--- src/rtl/ifetch_prefetch_buffer_if.sv ---
// -----------------------------------------------------------------------------
// ifetch_prefetch_buffer_if
//
// Bundles the two sides of the instruction prefetch buffer:
//   fetch side : pcF (fetch address), fetchen (head consumed this cycle),
//                instrF / instrvalidF (instruction served for pcF)
//   memory side: imem_req / imem_addr (registered request),
//                imem_ack / imem_rdata (transfer completion and read data)
//
// Modports:
//   master : the prefetch buffer itself (drives instrF, instrvalidF,
//            imem_req, imem_addr)
//   slave  : the surrounding datapath plus instruction memory
// -----------------------------------------------------------------------------
interface ifetch_prefetch_buffer_if;
  logic [31:0] pcF;
  logic        fetchen;
  logic [31:0] instrF;
  logic        instrvalidF;
  logic        imem_req;
  logic [31:0] imem_addr;
  logic        imem_ack;
  logic [31:0] imem_rdata;

  modport master (
    input  pcF,
    input  fetchen,
    input  imem_ack,
    input  imem_rdata,
    output instrF,
    output instrvalidF,
    output imem_req,
    output imem_addr
  );

  modport slave (
    output pcF,
    output fetchen,
    output imem_ack,
    output imem_rdata,
    input  instrF,
    input  instrvalidF,
    input  imem_req,
    input  imem_addr
  );
endinterface

--- src/rtl/ifetch_prefetch_buffer.sv ---
// -----------------------------------------------------------------------------
// ifetch_prefetch_buffer
//
// Instruction prefetch queue between a variable-latency instruction memory
// (req/ack handshake) and the pipelined fetch stage. Sequential words ahead
// of pcF are fetched into a DEPTH-entry circular queue; the head is served
// combinationally as instrF/instrvalidF when its address matches pcF. Any pcF
// that does not match the expected head address flushes the queue and
// restarts fetching at pcF. A request already on the bus is always carried
// to its ack (the returned word is then dropped); only reset abandons it.
//
// Ports:
//   clk    : rising-edge clock
//   reset  : synchronous, active-low reset
//   bus    : ifetch_prefetch_buffer_if.master
//            pcF, fetchen             fetch-side inputs
//            instrF, instrvalidF      combinational fetch-side outputs
//            imem_req, imem_addr      registered memory request
//            imem_ack, imem_rdata     memory completion and data
//
// Parameters:
//   DEPTH  : number of queue entries (power of two, >= 2)
// -----------------------------------------------------------------------------
module ifetch_prefetch_buffer #(
  parameter int DEPTH = 4
) (
  input  logic                     clk,
  input  logic                     reset,
  ifetch_prefetch_buffer_if.master bus
);

  localparam int PW = $clog2(DEPTH);
  localparam int CW = PW + 1;
  localparam logic [CW:0]   DEPTH_C   = DEPTH[CW:0];
  localparam logic [PW-1:0] PTR_ONE_C = PW'(1'b1);

  // IDLE: no request on the bus. BUSY: request whose data will be queued.
  // DISCARD: request still on the bus whose data is no longer wanted.
  typedef enum logic [1:0] {
    ST_IDLE    = 2'b00,
    ST_BUSY    = 2'b01,
    ST_DISCARD = 2'b10
  } state_e;

  // Queue storage: word address and instruction per entry
  logic [29:0]   ent_addr_q  [DEPTH];
  logic [31:0]   ent_instr_q [DEPTH];

  logic [PW-1:0] head_q, head_d;
  logic [PW-1:0] tail_q, tail_d;
  logic [CW-1:0] count_q, count_d;
  logic [31:0]   nextaddr_q, nextaddr_d;
  logic [31:0]   reqaddr_q, reqaddr_d;
  state_e        state_q, state_d;
  logic          imem_req_q, imem_req_d;
  logic [31:0]   imem_addr_q, imem_addr_d;

  logic [29:0]   exp_addr_s;
  logic          miss_s;
  logic          hit_s;
  logic          pop_s;
  logic          push_s;
  logic [CW:0]   cnt_next_s;
  logic          room_s;
  logic [31:0]   pcf_word_s;
  logic [31:0]   instr_s;
  logic [1:0]    unused_pc_bits_s;

  // The byte offset of pcF never takes part in any comparison
  assign unused_pc_bits_s = bus.pcF[1:0];
  assign pcf_word_s       = {bus.pcF[31:2], 2'b00};

  // Expected head address, miss/hit detection and occupancy after this cycle.
  // With an empty queue the word that will arrive next is the one in flight
  // (BUSY) or, when nothing useful is in flight, the next sequential word.
  always_comb begin
    exp_addr_s = nextaddr_q[31:2];
    if (count_q != {CW{1'b0}}) begin
      exp_addr_s = ent_addr_q[head_q];
    end else if (state_q == ST_BUSY) begin
      exp_addr_s = reqaddr_q[31:2];
    end else begin
      exp_addr_s = nextaddr_q[31:2];
    end
    miss_s     = (bus.pcF[31:2] != exp_addr_s);
    hit_s      = (count_q != {CW{1'b0}}) && !miss_s;
    pop_s      = hit_s && bus.fetchen;
    push_s     = (state_q == ST_BUSY) && bus.imem_ack && !miss_s;
    cnt_next_s = {1'b0, count_q} - {{CW{1'b0}}, pop_s} + {{CW{1'b0}}, push_s};
    room_s     = (cnt_next_s < DEPTH_C);
  end

  // Head instruction is presented only while it is the word at pcF
  always_comb begin
    instr_s = 32'h0000_0000;
    if (hit_s) begin
      instr_s = ent_instr_q[head_q];
    end else begin
      instr_s = 32'h0000_0000;
    end
  end

  assign bus.instrF      = instr_s;
  assign bus.instrvalidF = hit_s;
  assign bus.imem_req    = imem_req_q;
  assign bus.imem_addr   = imem_addr_q;

  // Next-state: queue pointers/occupancy and request FSM
  always_comb begin
    state_d    = state_q;
    head_d     = head_q;
    tail_d     = tail_q;
    count_d    = count_q;
    nextaddr_d = nextaddr_q;
    reqaddr_d  = reqaddr_q;
    imem_req_d = imem_req_q;

    // Queue bookkeeping: a miss empties the queue and retargets fetching
    if (miss_s) begin
      head_d     = {PW{1'b0}};
      tail_d     = {PW{1'b0}};
      count_d    = {CW{1'b0}};
      nextaddr_d = pcf_word_s;
    end else begin
      count_d = cnt_next_s[CW-1:0];
      if (pop_s) begin
        head_d = head_q + PTR_ONE_C;
      end else begin
        head_d = head_q;
      end
      if (push_s) begin
        tail_d     = tail_q + PTR_ONE_C;
        nextaddr_d = reqaddr_q + 32'd4;
      end else begin
        tail_d     = tail_q;
        nextaddr_d = nextaddr_q;
      end
    end

    // Request FSM. After a miss the queue is empty, so there is always room.
    case (state_q)
      ST_IDLE: begin
        if (miss_s || room_s) begin
          state_d    = ST_BUSY;
          reqaddr_d  = miss_s ? pcf_word_s : nextaddr_q;
          imem_req_d = 1'b1;
        end else begin
          state_d    = ST_IDLE;
          imem_req_d = 1'b0;
        end
      end
      ST_BUSY: begin
        imem_req_d = 1'b1;
        if (bus.imem_ack) begin
          if (miss_s) begin
            // Completing word is dropped; restart straight away at pcF
            state_d   = ST_BUSY;
            reqaddr_d = pcf_word_s;
          end else if (room_s) begin
            // Back-to-back sequential request, one word per cycle
            state_d   = ST_BUSY;
            reqaddr_d = reqaddr_q + 32'd4;
          end else begin
            state_d    = ST_IDLE;
            imem_req_d = 1'b0;
          end
        end else begin
          // Address stays on the bus until ack; a miss only marks it stale
          if (miss_s) begin
            state_d = ST_DISCARD;
          end else begin
            state_d = ST_BUSY;
          end
        end
      end
      ST_DISCARD: begin
        imem_req_d = 1'b1;
        if (bus.imem_ack) begin
          if (miss_s || room_s) begin
            state_d   = ST_BUSY;
            reqaddr_d = nextaddr_d;
          end else begin
            state_d    = ST_IDLE;
            imem_req_d = 1'b0;
          end
        end else begin
          state_d = ST_DISCARD;
        end
      end
      default: begin
        // Unreachable encoding: fall back to a quiet bus
        state_d    = ST_IDLE;
        imem_req_d = 1'b0;
      end
    endcase

    imem_addr_d = reqaddr_d;
  end

  // Control registers; reset also drops any request on the bus
  always_ff @(posedge clk) begin
    if (!reset) begin
      state_q     <= ST_IDLE;
      head_q      <= {PW{1'b0}};
      tail_q      <= {PW{1'b0}};
      count_q     <= {CW{1'b0}};
      nextaddr_q  <= 32'h0000_0000;
      reqaddr_q   <= 32'h0000_0000;
      imem_req_q  <= 1'b0;
      imem_addr_q <= 32'h0000_0000;
    end else begin
      state_q     <= state_d;
      head_q      <= head_d;
      tail_q      <= tail_d;
      count_q     <= count_d;
      nextaddr_q  <= nextaddr_d;
      reqaddr_q   <= reqaddr_d;
      imem_req_q  <= imem_req_d;
      imem_addr_q <= imem_addr_d;
    end
  end

  // Entry storage: the completing word is written at the tail on push
  always_ff @(posedge clk) begin
    if (!reset) begin
      for (int i = 0; i < DEPTH; i++) begin
        ent_addr_q[i]  <= 30'h0;
        ent_instr_q[i] <= 32'h0000_0000;
      end
    end else if (push_s) begin
      ent_addr_q[tail_q]  <= reqaddr_q[31:2];
      ent_instr_q[tail_q] <= bus.imem_rdata;
    end else begin
      ent_addr_q[tail_q]  <= ent_addr_q[tail_q];
      ent_instr_q[tail_q] <= ent_instr_q[tail_q];
    end
  end

endmodule

--- src/flat_wrapper.sv ---
// flat-port wrapper written by rule: the top's interface ports become plain ports
module ifetch_prefetch_buffer_flat 
#(
  parameter int DEPTH = 4
)
  (clk, reset, bus_pcF, bus_fetchen, bus_imem_ack, bus_imem_rdata, bus_instrF, bus_instrvalidF, bus_imem_req, bus_imem_addr);
  ifetch_prefetch_buffer_if bus_i ();
  input  logic clk;
  input  logic reset;
  input wire logic [$bits(bus_i.pcF)-1:0] bus_pcF;
  input wire logic [$bits(bus_i.fetchen)-1:0] bus_fetchen;
  input wire logic [$bits(bus_i.imem_ack)-1:0] bus_imem_ack;
  input wire logic [$bits(bus_i.imem_rdata)-1:0] bus_imem_rdata;
  output wire logic [$bits(bus_i.instrF)-1:0] bus_instrF;
  output wire logic [$bits(bus_i.instrvalidF)-1:0] bus_instrvalidF;
  output wire logic [$bits(bus_i.imem_req)-1:0] bus_imem_req;
  output wire logic [$bits(bus_i.imem_addr)-1:0] bus_imem_addr;
  assign bus_i.pcF = bus_pcF;
  assign bus_i.fetchen = bus_fetchen;
  assign bus_i.imem_ack = bus_imem_ack;
  assign bus_i.imem_rdata = bus_imem_rdata;
  assign bus_instrF = bus_i.instrF;
  assign bus_instrvalidF = bus_i.instrvalidF;
  assign bus_imem_req = bus_i.imem_req;
  assign bus_imem_addr = bus_i.imem_addr;
  ifetch_prefetch_buffer #(.DEPTH(DEPTH)) u_core (.clk(clk), .reset(reset), .bus(bus_i));
endmodule
--- config.mk ---
export PLATFORM = sky130hd
export DESIGN_NAME = ifetch_prefetch_buffer_flat
export DESIGN_NICKNAME = d
export VERILOG_FILES = /design/src/rtl/ifetch_prefetch_buffer_if.sv /design/src/rtl/ifetch_prefetch_buffer.sv /design/src/flat_wrapper.sv
export SDC_FILE = /design/constraint.sdc
export NUM_CORES = 1
export LEC_CHECK = 0
export CAP_MARGIN = 20
export CORE_MARGIN = 1
export CORE_UTILIZATION = 60
export CTS_CLUSTER_SIZE = 30
export DETAILED_ROUTE_END_ITERATION = 7
export HOLD_SLACK_MARGIN = 0.12
export PLACE_DENSITY = 0.82
export SLEW_MARGIN = 20
export SYNTH_ARGS = -nofsm -noshare
export SYNTH_HDL_FRONTEND = slang
export SYNTH_SLANG_ARGS = --single-unit
--- constraint.sdc ---
create_clock -name clk -period 9.25 [get_ports clk]
set_input_delay 1.85 -clock clk [delete_from_list [all_inputs] [get_ports clk]]
set_output_delay 1.85 -clock clk [all_outputs]
set_load 0.01 [all_outputs]
==> summary.txt, run 1 <==
Placed design
  • Post-DP HPWL: approximately 25000 µm
  • DP Cell Count: between 1500 and 2000
  • IO buf count: 131
  • RD Place Congestion: ~0.87

Synth
  • Top-area cell type share of the netlist area: 0.439
  • Fraction of registers with async set/reset: 0
  • Most instantiated library cell after synthesis: and2_1
  • Largest family of logic cells by synthesized area: simple AND/OR/NAND/NOR gates
  • Post-synthesis xor/xnor area fraction: 0.0392
  • Mux cell area share after synthesis: 0.120
  • Syn Inst Count: between 1000 and 1500
  • Mapped Area: about 17000 µm²
  • Ys Warns: 0
  • Synth area leader: edfxtp_1
  • Synth Area in Adders: 0.00855
  • Synth unique cells: 60
  • Post-synthesis simple-gate area fraction: 0.190
  • Synth cell count leaders: and2_1 (279), edfxtp_1 (248), clkbuf_1 (102)
  • Number of synthesized flops with an enable pin: approximately 250
  • Synth Net Count: roughly 1600
  • Synth Area in Compound Gates: 0.0781
  • Average size of a mapped cell: approximately 12 µm²
  • Synth Flop Type: edfxtp_1
  • Seq cells post-synth: roughly 320
  • Post-synthesis sequential area ratio: 0.528
  • Synth top area cells: edfxtp_1 (44%), and2_1 (10%), dfxtp_1 (9.0%), mux4_2 (7.7%), mux2i_1 (3.6%)

Clock tree
  • Clk buf depth: 3
  • TritonCTS clock tree: yes
  • Clk_lat worst skew: roughly 520 ps
  • Hold Buf Count CTS: 0
  • Num CTS Buffers: 36
  • Clock-pin slew on the worst setup and hold paths: ~60 ps
  • Post-CTS sizing: 0
  • Setup bufs post-CTS: 0
  • CTS Root Cell: clkbuf_16
  • H-tree depth: 2
  • Clock Sinks: roughly 320

Setup path
  • Reg-to-reg slack, setup: between 2000 and 2500 ps
  • Worst-path fanout max: between 60 and 70
  • Crit start category: input pin
  • Worst-path cell with the longest stage delay: nor4_1
  • Crit path cell chain: clkdlybuf4s50_1, xnor2_1, nor4_1, nand4_1, a2111oi_2, nand4_4, buf_4, nor2_2, buf_4, and2_1, clkdlybuf4s50_1
  • CP max stage delay: around 620 ps
  • WP data arrival: around 5800 ps
  • Critical path endpoint category: output port
  • CP required: 7400 ps
  • FF-to-FF path depth: 22
  • CP Buf/Inv Count: 4
  • FF-to-FF Start: u_core.state_q[1]$_SDFF_PN0_
  • CP Class: in -> out
  • Crit Reg-Reg Endpoint: u_core.bus.imem_addr[14]$_SDFFE_PN0P_
  • Cell family with most CP delay: buffers and inverters

Global routing
  • Vias in the first global route: 11900
  • Grt total ovfl: 0
  • Largest net degree at the start of global routing: 73
  • First-pass GRT wire length: around 66000 µm
  • GRT Util Overall: 0.305
  • Initial antenna violation count: 2

Timing
  • Max-Slew Margin vs Limit: 0.254
  • Number of setup violations in the final report: 0
  • Setup Skew: about 17 ps
  • Achievable frequency: approximately 130 MHz
  • Final setup TNS: 0 ps
  • Final Hold Viols: 0
  • Fin crit share: 0.829
  • WHS: approximately 490 ps
  • Fin. max-slew vios: 0
  • Worst slew pin tran: between 1000 and 1500 ps
  • Unrepaired setup endpoints after global routing: false
  • Crit path time final: roughly 7700 ps

Floorplanning
  • Initial Util: 0.611
  • Die height: between 150 and 200 µm
  • Row count: 61
  • I/O pin count: 134
  • Die X: around 170 µm
  • Die Area: 29000 µm²
  • Core Box Area: roughly 28000 µm²

Worst hold path
  • Hold Crit Depth: 2
  • HP Class: reg -> reg
  • Hold Crit Start: u_core.nextaddr_q[1]$_SDFF_PN0_
  • Min-Delay Endpoint: u_core.nextaddr_q[1]$_SDFF_PN0_

Detailed routing
  • Post-DRT Antenna Nets: 0
  • Drt first pass iters: 6
  • DR WL/cell: between 20 and 25 µm
  • Post-DR vias/cell: ~6.2
  • Post-route DRC: 0
  • Total number of vias: 12100
  • Final WL: approximately 43000 µm
  • Initial DRC Count: about 1400

Final layout
  • Final std cells w/o fill: about 1900
  • Ant. Diodes: 0
  • Post-layout util: 0.705
  • Final nets: roughly 1600
  • Area growth from synthesis to layout: 15.4%
  • Layout cell share with drive strength beyond 1: 0.105

Power
  • Total power: roughly 3.5 mW
  • Pwr dens: around 180 nW/µm²
  • Leak: between 6 and 7 nW
  • VDD IR max: 0.120 mV

Status
  • Status: finished, final reports clean

Job
  • Max Cap Viol: 0
[area by class of cell]
cell class | count | area (µm²)
repair buffers | 151 | 1460
flip-flops and latches | 324 | 8980
clock inverters | 14 | 153
fillers | 1999 | 8190
well taps | 378 | 473
inverters | 24 | 90.1
clock buffers | 52 | 982
multi-input cells | 992 | 7460
[cell usage in the layout (no fill, tap or decap), types with 4 or more instances in the layout]
cell and count:
nor4_1 6, and2_1 279, dfxtp_1 74, xor2_1 24, a22o_1 29, clkbuf_16 37
o22ai_1 4, nor3b_1 4, a311oi_1 14, a32oi_1 7, clkdlybuf4s50_1 131, o21ai_0 91
mux2_2 10, nor2b_1 16, nand2_1 66, and3_1 4, clkbuf_1 15, buf_4 20
and4_1 7, edfxtp_1 248, clkinv_2 5, nand2b_1 14, ha_1 8, a31oi_1 10
nor3_1 30, mux2i_1 61, a21oi_1 22, mux4_2 58, or2_2 7, nand3_1 39
inv_1 24, o21bai_1 9, nor2_1 65, xnor2_1 52, nor4b_1 4, nand4_1 10
[worst reg2reg max path: stages, from the launching register on]
cell and delay (ps):
dfxtp_1 330, inv_1 90, ha_2 890, buf_4 520, mux2i_1 280, xnor2_1 160
o311ai_0 340, o21ai_0 280, a2111oi_2 450, nand4_4 170, buf_4 380, nor2_1 290
ha_1 200, inv_1 50, fa_1 370, nor2b_1 170, a221o_1 340, nand2_1 120
nand2_1 80, o21bai_1 250, and2_1 590, buf_4 420, a22o_1 200
[logic make-up after synthesis]
group,Yosys count
flip-flops,324
multiplexers,129
adder cells (fa/ha/maj),11
buffers and inverters,155
AND/OR/NAND/NOR,572
XOR/XNOR,76
AO/OA/AOI/OAI,204
[worst max path at each step]
stage                     slack, ps                               endpoint  cells past startpoint        start
after CTS                      1650                         bus_instrF[17]                     11  bus_pcF[30]
after global placement         1660  u_core.bus.imem_addr[20]$_SDFFE_PN0P_                     19  bus_pcF[30]
after floorplan                3410  u_core.bus.imem_addr[10]$_SDFFE_PN0P_                     20  bus_pcF[11]
final                          1590                         bus_instrF[17]                     11  bus_pcF[30]
after global routing           1400                          bus_instrF[2]                     12     register
after detailed placement       1630  u_core.bus.imem_addr[24]$_SDFFE_PN0P_                     19  bus_pcF[30]
[through the flow]
stage | cell area [µm²] | setup slack, ps
final | 19600 | 1590
after global routing | 19600 | 1400
after CTS | 19600 | 1650
after detailed placement | 18500 | 1630
after global placement | 18500 | 1660
after floorplan | 17000 | 3410
[registers in the layout, summed over array words and instances (netlist names), named ones only]
name                  flops
u_core.state_q            2
u_core.bus.imem_req       1
u_core.bus.imem_addr     32
u_core.tail_q             2
u_core.ent_instr_q      128
u_core.nextaddr_q        32
u_core.count_q            3
u_core.head_q             2
u_core.ent_addr_q       120
[per-layer routing]
metal  track usage  wire (µm)
met1         0.403      17200
met2         0.498      20600
met3        0.0491       3930
met4         0.136       1600
met5             0          0
[power breakdown]
part / internal (mW) / leakage, nW / switching, mW
clock network: 0.826 / 0.554 / 0.569
registers: 1.63 / 3.09 / 0.0761
logic: 0.177 / 3.35 / 0.244
No activity file was read; power rests on OpenSTA's default activity.
==> run 2: changes to the inputs <==
CORE_UTILIZATION = 53   (was 60)
PLACE_DENSITY = 0.76   (was 0.82)
clock period = 6.8 ns   (was 9.25 ns; I/O delays follow)
==> summary.txt, run 2 (synthesis gave the netlist of run 1 again) <==
Detailed routing
  • Final WL: 44700 µm
  • DR WL/cell: 22.6 µm
  • Initial DRC Count: roughly 1300
  • Total number of vias: about 12000
  • Post-DR vias/cell: between 6 and 7
  • Drt first pass iters: 6
  • Post-DRT Antenna Nets: 0
  • Post-route DRC: 0

Setup path
  • CP Buf/Inv Count: 5
  • WP data arrival: between 5000 and 6000 ps
  • CP max stage delay: 790 ps
  • Crit path cell chain: inv_1, ha_2, buf_4, mux2i_1, xnor2_1, nor4_1, nand4_1, a2111oi_2, nand4_4, buf_4, nor2_2, buf_4, and2_1, clkdlybuf4s50_1
  • FF-to-FF Start: u_core.state_q[1]$_SDFF_PN0_
  • Crit start category: register
  • Worst-path fanout max: 35
  • CP required: approximately 5400 ps
  • Worst-path cell with the longest stage delay: ha_2
  • Crit Reg-Reg Endpoint: u_core.bus.imem_addr[30]$_SDFFE_PN0P_
  • FF-to-FF path depth: 23
  • CP Class: reg -> out
  • Cell family with most CP delay: buffers and inverters
  • Reg-to-reg slack, setup: roughly 800 ps
  • Critical path endpoint category: output port
  • Top cell by count, worst path: buf_4

Placed design
  • Area after DPL: around 19000 µm²
  • DP Cell Count: 1910
  • Post-DP HPWL: approximately 27000 µm
  • IO buf count: 131
  • RD Place Congestion: just over 0.9

Final layout
  • Final instance area: around 20000 µm²
  • Area growth from synthesis to layout: 16.8%
  • Max FFs per register: about 130
  • Largest registers: u_core.ent_instr_q (128), u_core.ent_addr_q (120)
  • Final std cells w/o fill: around 2000
  • Final nets: approximately 1600
  • Most frequent cells in the layout: and2_1 (279), edfxtp_1 (248), clkdlybuf4s50_1 (131)
  • Layout cell share with drive strength beyond 1: 0.115
  • Most common cell after layout, fill and taps aside: and2_1
  • Fillers: between 2000 and 2500
  • Register Area: 8980 µm²
  • Biggest register: u_core.ent_instr_q
  • Multi-input gate area: around 7500 µm²

Power
  • NetSw: around 1.2 mW
  • VDD IR max: 0.155 mV
  • Seq pwr share: 0.481
  • P_int: roughly 3.6 mW
  • Leak: ~7.1 nW
  • Pwr dens: 244 nW/µm²
  • Net Sw Frac: 0.252
  • Clock power share: 0.398
  • Total power: ~4.8 mW
  • Combinational share of power: 0.122

Timing
  • Fin crit share: 0.952
  • Fin. max-slew vios: 0
  • Achievable frequency: 154 MHz
  • Setup Skew: 10.8 ps
  • Final Hold Viols: 0
  • Crit path time final: around 6500 ps
  • Number of setup violations in the final report: 0
  • Unrepaired setup endpoints after global routing: false
  • Max-Slew Margin vs Limit: 0.306
  • Final setup TNS: 0 ps
  • Worst slew pin tran: around 1000 ps
  • WHS: about 500 ps

Clock tree
  • CTS Root Cell: clkbuf_16
  • Hold Buf Count CTS: 0
  • Clock Sinks: 324
  • Setup bufs post-CTS: 0
  • Clk_lat worst skew: between 500 and 600 ps
  • Post-CTS sizing: 0
  • H-tree depth: 2
  • TritonCTS clock tree: yes
  • Clk buf depth: 3
  • Clock-pin slew on the worst setup and hold paths: 60 ps
  • Num CTS Buffers: 36

Global routing
  • Grt total ovfl: 0
  • First-pass GRT wire length: 68900 µm
  • Largest net degree at the start of global routing: 63
  • Initial antenna violation count: 2
  • GRT Util Overall: 0.275
  • Vias in the first global route: between 10000 and 15000

Floorplanning
  • Initial Util: 0.538
  • Row count: 65
  • Die Area: 32800 µm²
  • Die X: around 180 µm
  • I/O pin count: 134
  • Die height: around 180 µm
  • Core Box Area: between 30000 and 40000 µm²

Worst hold path
  • Hold Crit Start: u_core.nextaddr_q[1]$_SDFF_PN0_
  • Min-Delay Endpoint: u_core.nextaddr_q[1]$_SDFF_PN0_
  • HP Class: reg -> reg
  • Hold Crit Depth: 2

Job
  • Max Cap Viol: 0

Status
  • Status: finished, final reports clean
run 2: cell count changes in the layout (fill, tap and decap cells not counted), moves of 2 or more:
cell,change
buf_12,+4
buf_4,+13
clkbuf_1,-4
clkbuf_8,+6
clkinv_1,+3
clkinv_2,-4
diode_2,+2
run 2: metal layers:
layer  GRT usage  vias to the layer above  wire length, µm
met2       0.461                      591            21800
met1       0.365                     5855            18300
met3      0.0375                      113             3340
met4       0.105                        0             1350
met5           0                        -                0
li1            -                     5442                -
run 2: cell type report:
cell class | count | share of cell area
clock inverters | 12 | 0.00568
inverters | 24 | 0.00454
flip-flops and latches | 324 | 0.453
repair buffers | 168 | 0.0826
diodes | 2 | 0.000252
well taps | 402 | 0.0254
clock buffers | 54 | 0.0529
multi-input cells | 992 | 0.376
run 2: worst max path at each step:
stage,from,cells past startpoint,to
detailed placement,bus_pcF[6],20,u_core.bus.imem_addr[17]$_SDFFE_PN0P_
floorplan,bus_pcF[11],20,u_core.bus.imem_addr[10]$_SDFFE_PN0P_
CTS,u_core.state_q[1]$_SDFF_PN0_,14,bus_instrF[17]
global route,u_core.state_q[1]$_SDFF_PN0_,14,bus_instrF[17]
global placement,bus_pcF[17],20,u_core.bus.imem_addr[13]$_SDFFE_PN0P_
finish,u_core.state_q[1]$_SDFF_PN0_,14,bus_instrF[17]
run 2: power by group through the flow:
stage	sequential, mW	clock (mW)	combinational (mW)
floorplan	2.31	0	0.364
global placement	2.35	0	0.567
detailed placement	2.36	0	0.575
CTS	2.32	1.93	0.579
global route	2.34	2.00	0.626
finish	2.32	1.92	0.587
run 2: through the flow:
stage,utilization,worst slack [ps]
after floorplan,-,1450
after global placement,0.592,589
after detailed placement,0.592,560
after CTS,0.628,355
after global routing,0.629,111
final,0.629,327
run 2: worst reg2reg max path: stages (launching register included):
cell and delay (ps):
dfxtp_1 340, inv_1 90, ha_2 790, buf_4 460, mux2i_1 270, xnor2_1 80, nor4_1 320, nand4_1 150
a2111oi_2 510, nand4_4 210, nor3_1 310, ha_1 290, inv_1 50, ha_1 150, inv_1 50, fa_1 370
nor2b_1 170, a221o_1 340, nand2_1 110, nand2_1 60, o21bai_1 190, nor2_2 60, buf_4 250, a22o_1 250
==> run 3: changes to the inputs <==
CTS_CLUSTER_DIAMETER = 200   (was unset)
==> summary.txt, run 3 (synthesis gave the netlist of run 1 again) <==
Status
  • Status: finished, final reports clean

Clock tree
  • Num CTS Buffers: 14
  • H-tree depth: 1
  • Clock Sinks: between 300 and 400
  • Hold Buf Count CTS: 0
  • Clk buf depth: 3
  • TritonCTS clock tree: yes
  • Clock-pin slew on the worst setup and hold paths: 110 ps
  • Post-CTS sizing: 0
  • CTS Root Cell: clkbuf_16
  • Setup bufs post-CTS: 0
  • Clk_lat worst skew: ~520 ps

Final layout
  • Largest registers: u_core.ent_instr_q (128), u_core.ent_addr_q (120)
  • Register Area: 8980 µm²
  • Final nets: 1603
  • Multi-input gate area: around 7500 µm²
  • Layout cell share with drive strength beyond 1: 0.0966
  • Most common cell after layout, fill and taps aside: and2_1
  • Area growth from synthesis to layout: 12.4%
  • Biggest register: u_core.ent_instr_q
  • Fillers: around 2500
  • Most frequent cells in the layout: and2_1 (279), edfxtp_1 (248), clkdlybuf4s50_1 (131)
  • Max FFs per register: 128

Power
  • Leak: slightly below 7 nW
  • Pwr dens: approximately 210 nW/µm²
  • Seq pwr share: 0.590
  • Combinational share of power: 0.149
  • P_int: slightly below 3 mW
  • Total power: ~3.9 mW
  • VDD IR max: ~0.13 mV
  • Clock power share: 0.262
  • Net Sw Frac: 0.265
  • NetSw: 1.04 mW

Worst hold path
  • Hold Crit Start: u_core.nextaddr_q[1]$_SDFF_PN0_
  • Hold Crit Depth: 2
  • Min-Delay Endpoint: u_core.nextaddr_q[1]$_SDFF_PN0_
  • HP Class: reg -> reg

Detailed routing
  • Initial DRC Count: ~1200
  • Total number of vias: between 10000 and 15000
  • Post-DR vias/cell: 6.11
  • Post-DRT Antenna Nets: 0
  • Post-route DRC: 0
  • Drt first pass iters: 7
  • Final WL: 43500 µm
  • DR WL/cell: 22.5 µm

Floorplanning
  • I/O pin count: between 100 and 150
  • Die height: about 180 µm
  • Die X: 181 µm
  • Die Area: ~33000 µm²
  • Row count: 65
  • Initial Util: 0.538
  • Core Box Area: roughly 32000 µm²

Global routing
  • Largest net degree at the start of global routing: 63
  • Initial antenna violation count: 1
  • GRT Util Overall: 0.266
  • Grt total ovfl: 0
  • First-pass GRT wire length: ~67000 µm
  • Vias in the first global route: 11600

Timing
  • Crit path time final: 6490 ps
  • Setup Skew: 21.5 ps
  • Max-Slew Margin vs Limit: 0.311
  • Final Hold Viols: 0
  • Achievable frequency: around 150 MHz
  • WHS: between 500 and 600 ps
  • Worst slew pin tran: around 1000 ps
  • Unrepaired setup endpoints after global routing: false
  • Fin crit share: 0.954
  • Fin. max-slew vios: 0
  • Number of setup violations in the final report: 0
  • Final setup TNS: 0 ps

Setup path
  • Crit path cell chain: inv_1, ha_2, buf_4, mux2i_1, xnor2_1, nor4_1, nand4_1, a2111oi_2, nand4_4, buf_4, nor2_2, buf_4, and2_1, clkdlybuf4s50_1
  • Reg-to-reg slack, setup: 750 ps
  • CP max stage delay: 790 ps
  • FF-to-FF Start: u_core.state_q[1]$_SDFF_PN0_
  • WP data arrival: ~5000 ps
  • CP Buf/Inv Count: 5
  • Crit Reg-Reg Endpoint: u_core.bus.imem_addr[9]$_SDFFE_PN0P_
  • CP required: 5440 ps
  • Worst-path fanout max: 35
  • Crit start category: register
  • Critical path endpoint category: output port
  • Cell family with most CP delay: buffers and inverters
  • Worst-path cell with the longest stage delay: ha_2
  • CP Class: reg -> out
  • FF-to-FF path depth: 24
  • Top cell by count, worst path: buf_4

Placed design
  • IO buf count: 131
  • RD Place Congestion: around 0.9
  • Post-DP HPWL: between 20000 and 30000 µm

Job
  • Max Cap Viol: 0
## run 3: worst max path at each step
stage | startpoint | to | slack, ps | cells past startpoint
detailed placement | bus_pcF[6] | u_core.bus.imem_addr[17]$_SDFFE_PN0P_ | 560 | 20
global route | u_core.state_q[1]$_SDFF_PN0_ | bus_instrF[3] | 100 | 14
floorplan | bus_pcF[11] | u_core.bus.imem_addr[10]$_SDFFE_PN0P_ | 1450 | 20
finish | u_core.state_q[1]$_SDFF_PN0_ | bus_instrF[7] | 310 | 14
CTS | u_core.state_q[1]$_SDFF_PN0_ | bus_instrF[7] | 340 | 14
global placement | bus_pcF[17] | u_core.bus.imem_addr[13]$_SDFFE_PN0P_ | 590 | 20
## run 3: layout make-up
type	instances	area share
Sequential cell	324	0.470
Timing Repair Buffer	168	0.0859
Inverter	24	0.00472
Clock inverter	1	0.000459
Antenna cell	1	0.000131
Clock buffer	23	0.0212
Tap cell	402	0.0264
Multi-Input combinational cell	992	0.391
## run 3: per-layer routing
| metal | routed length, µm | up-vias | track usage |
|---|---|---|---|
| li1 | - | 5379 | - |
| met1 | 18100 | 5857 | 0.362 |
| met2 | 21200 | 498 | 0.451 |
| met3 | 2870 | 94 | 0.0240 |
| met4 | 1290 | 0 | 0.0881 |
| met5 | 0 | - | 0 |
## run 3: metrics by stage
stage / cell area (µm²) / setup slack (ps) / util / std cells
2_1_floorplan: 17000 / 1450 / - / 1471
3_3_place_gp: 18700 / 589 / 0.592 / 1910
3_5_place_dp: 18700 / 560 / 0.592 / 1910
4_1_cts: 19100 / 344 / 0.605 / 1934
5_1_grt: 19100 / 101 / 0.605 / 1935
6_report: 19100 / 311 / 0.605 / 1935
## run 3: power groups by stage
stage          clock (mW)  sequential [mW]  combinational [mW]
3_5_place_dp            0             2.36               0.575
2_1_floorplan           0             2.31               0.364
6_report             1.03             2.32               0.584
3_3_place_gp            0             2.35               0.567
4_1_cts              1.04             2.31               0.578
5_1_grt              1.09             2.33               0.624
## run 3: worst register-to-register path, cell delays in order, from the launching register on
cell	delay, ps
dfxtp_1	360
inv_1	100
ha_2	790
buf_4	460
mux2i_1	270
xnor2_1	80
nor4_1	350
nand4_1	170
a2111oi_2	510
nand4_4	200
nor3_1	310
ha_1	290
inv_1	60
ha_1	160
inv_1	50
fa_1	370
nor2b_1	230
a21oi_1	100
o21ai_0	170
nand2_1	120
nand2_1	70
o21bai_1	80
and2_1	220
buf_12	190
a22o_1	240
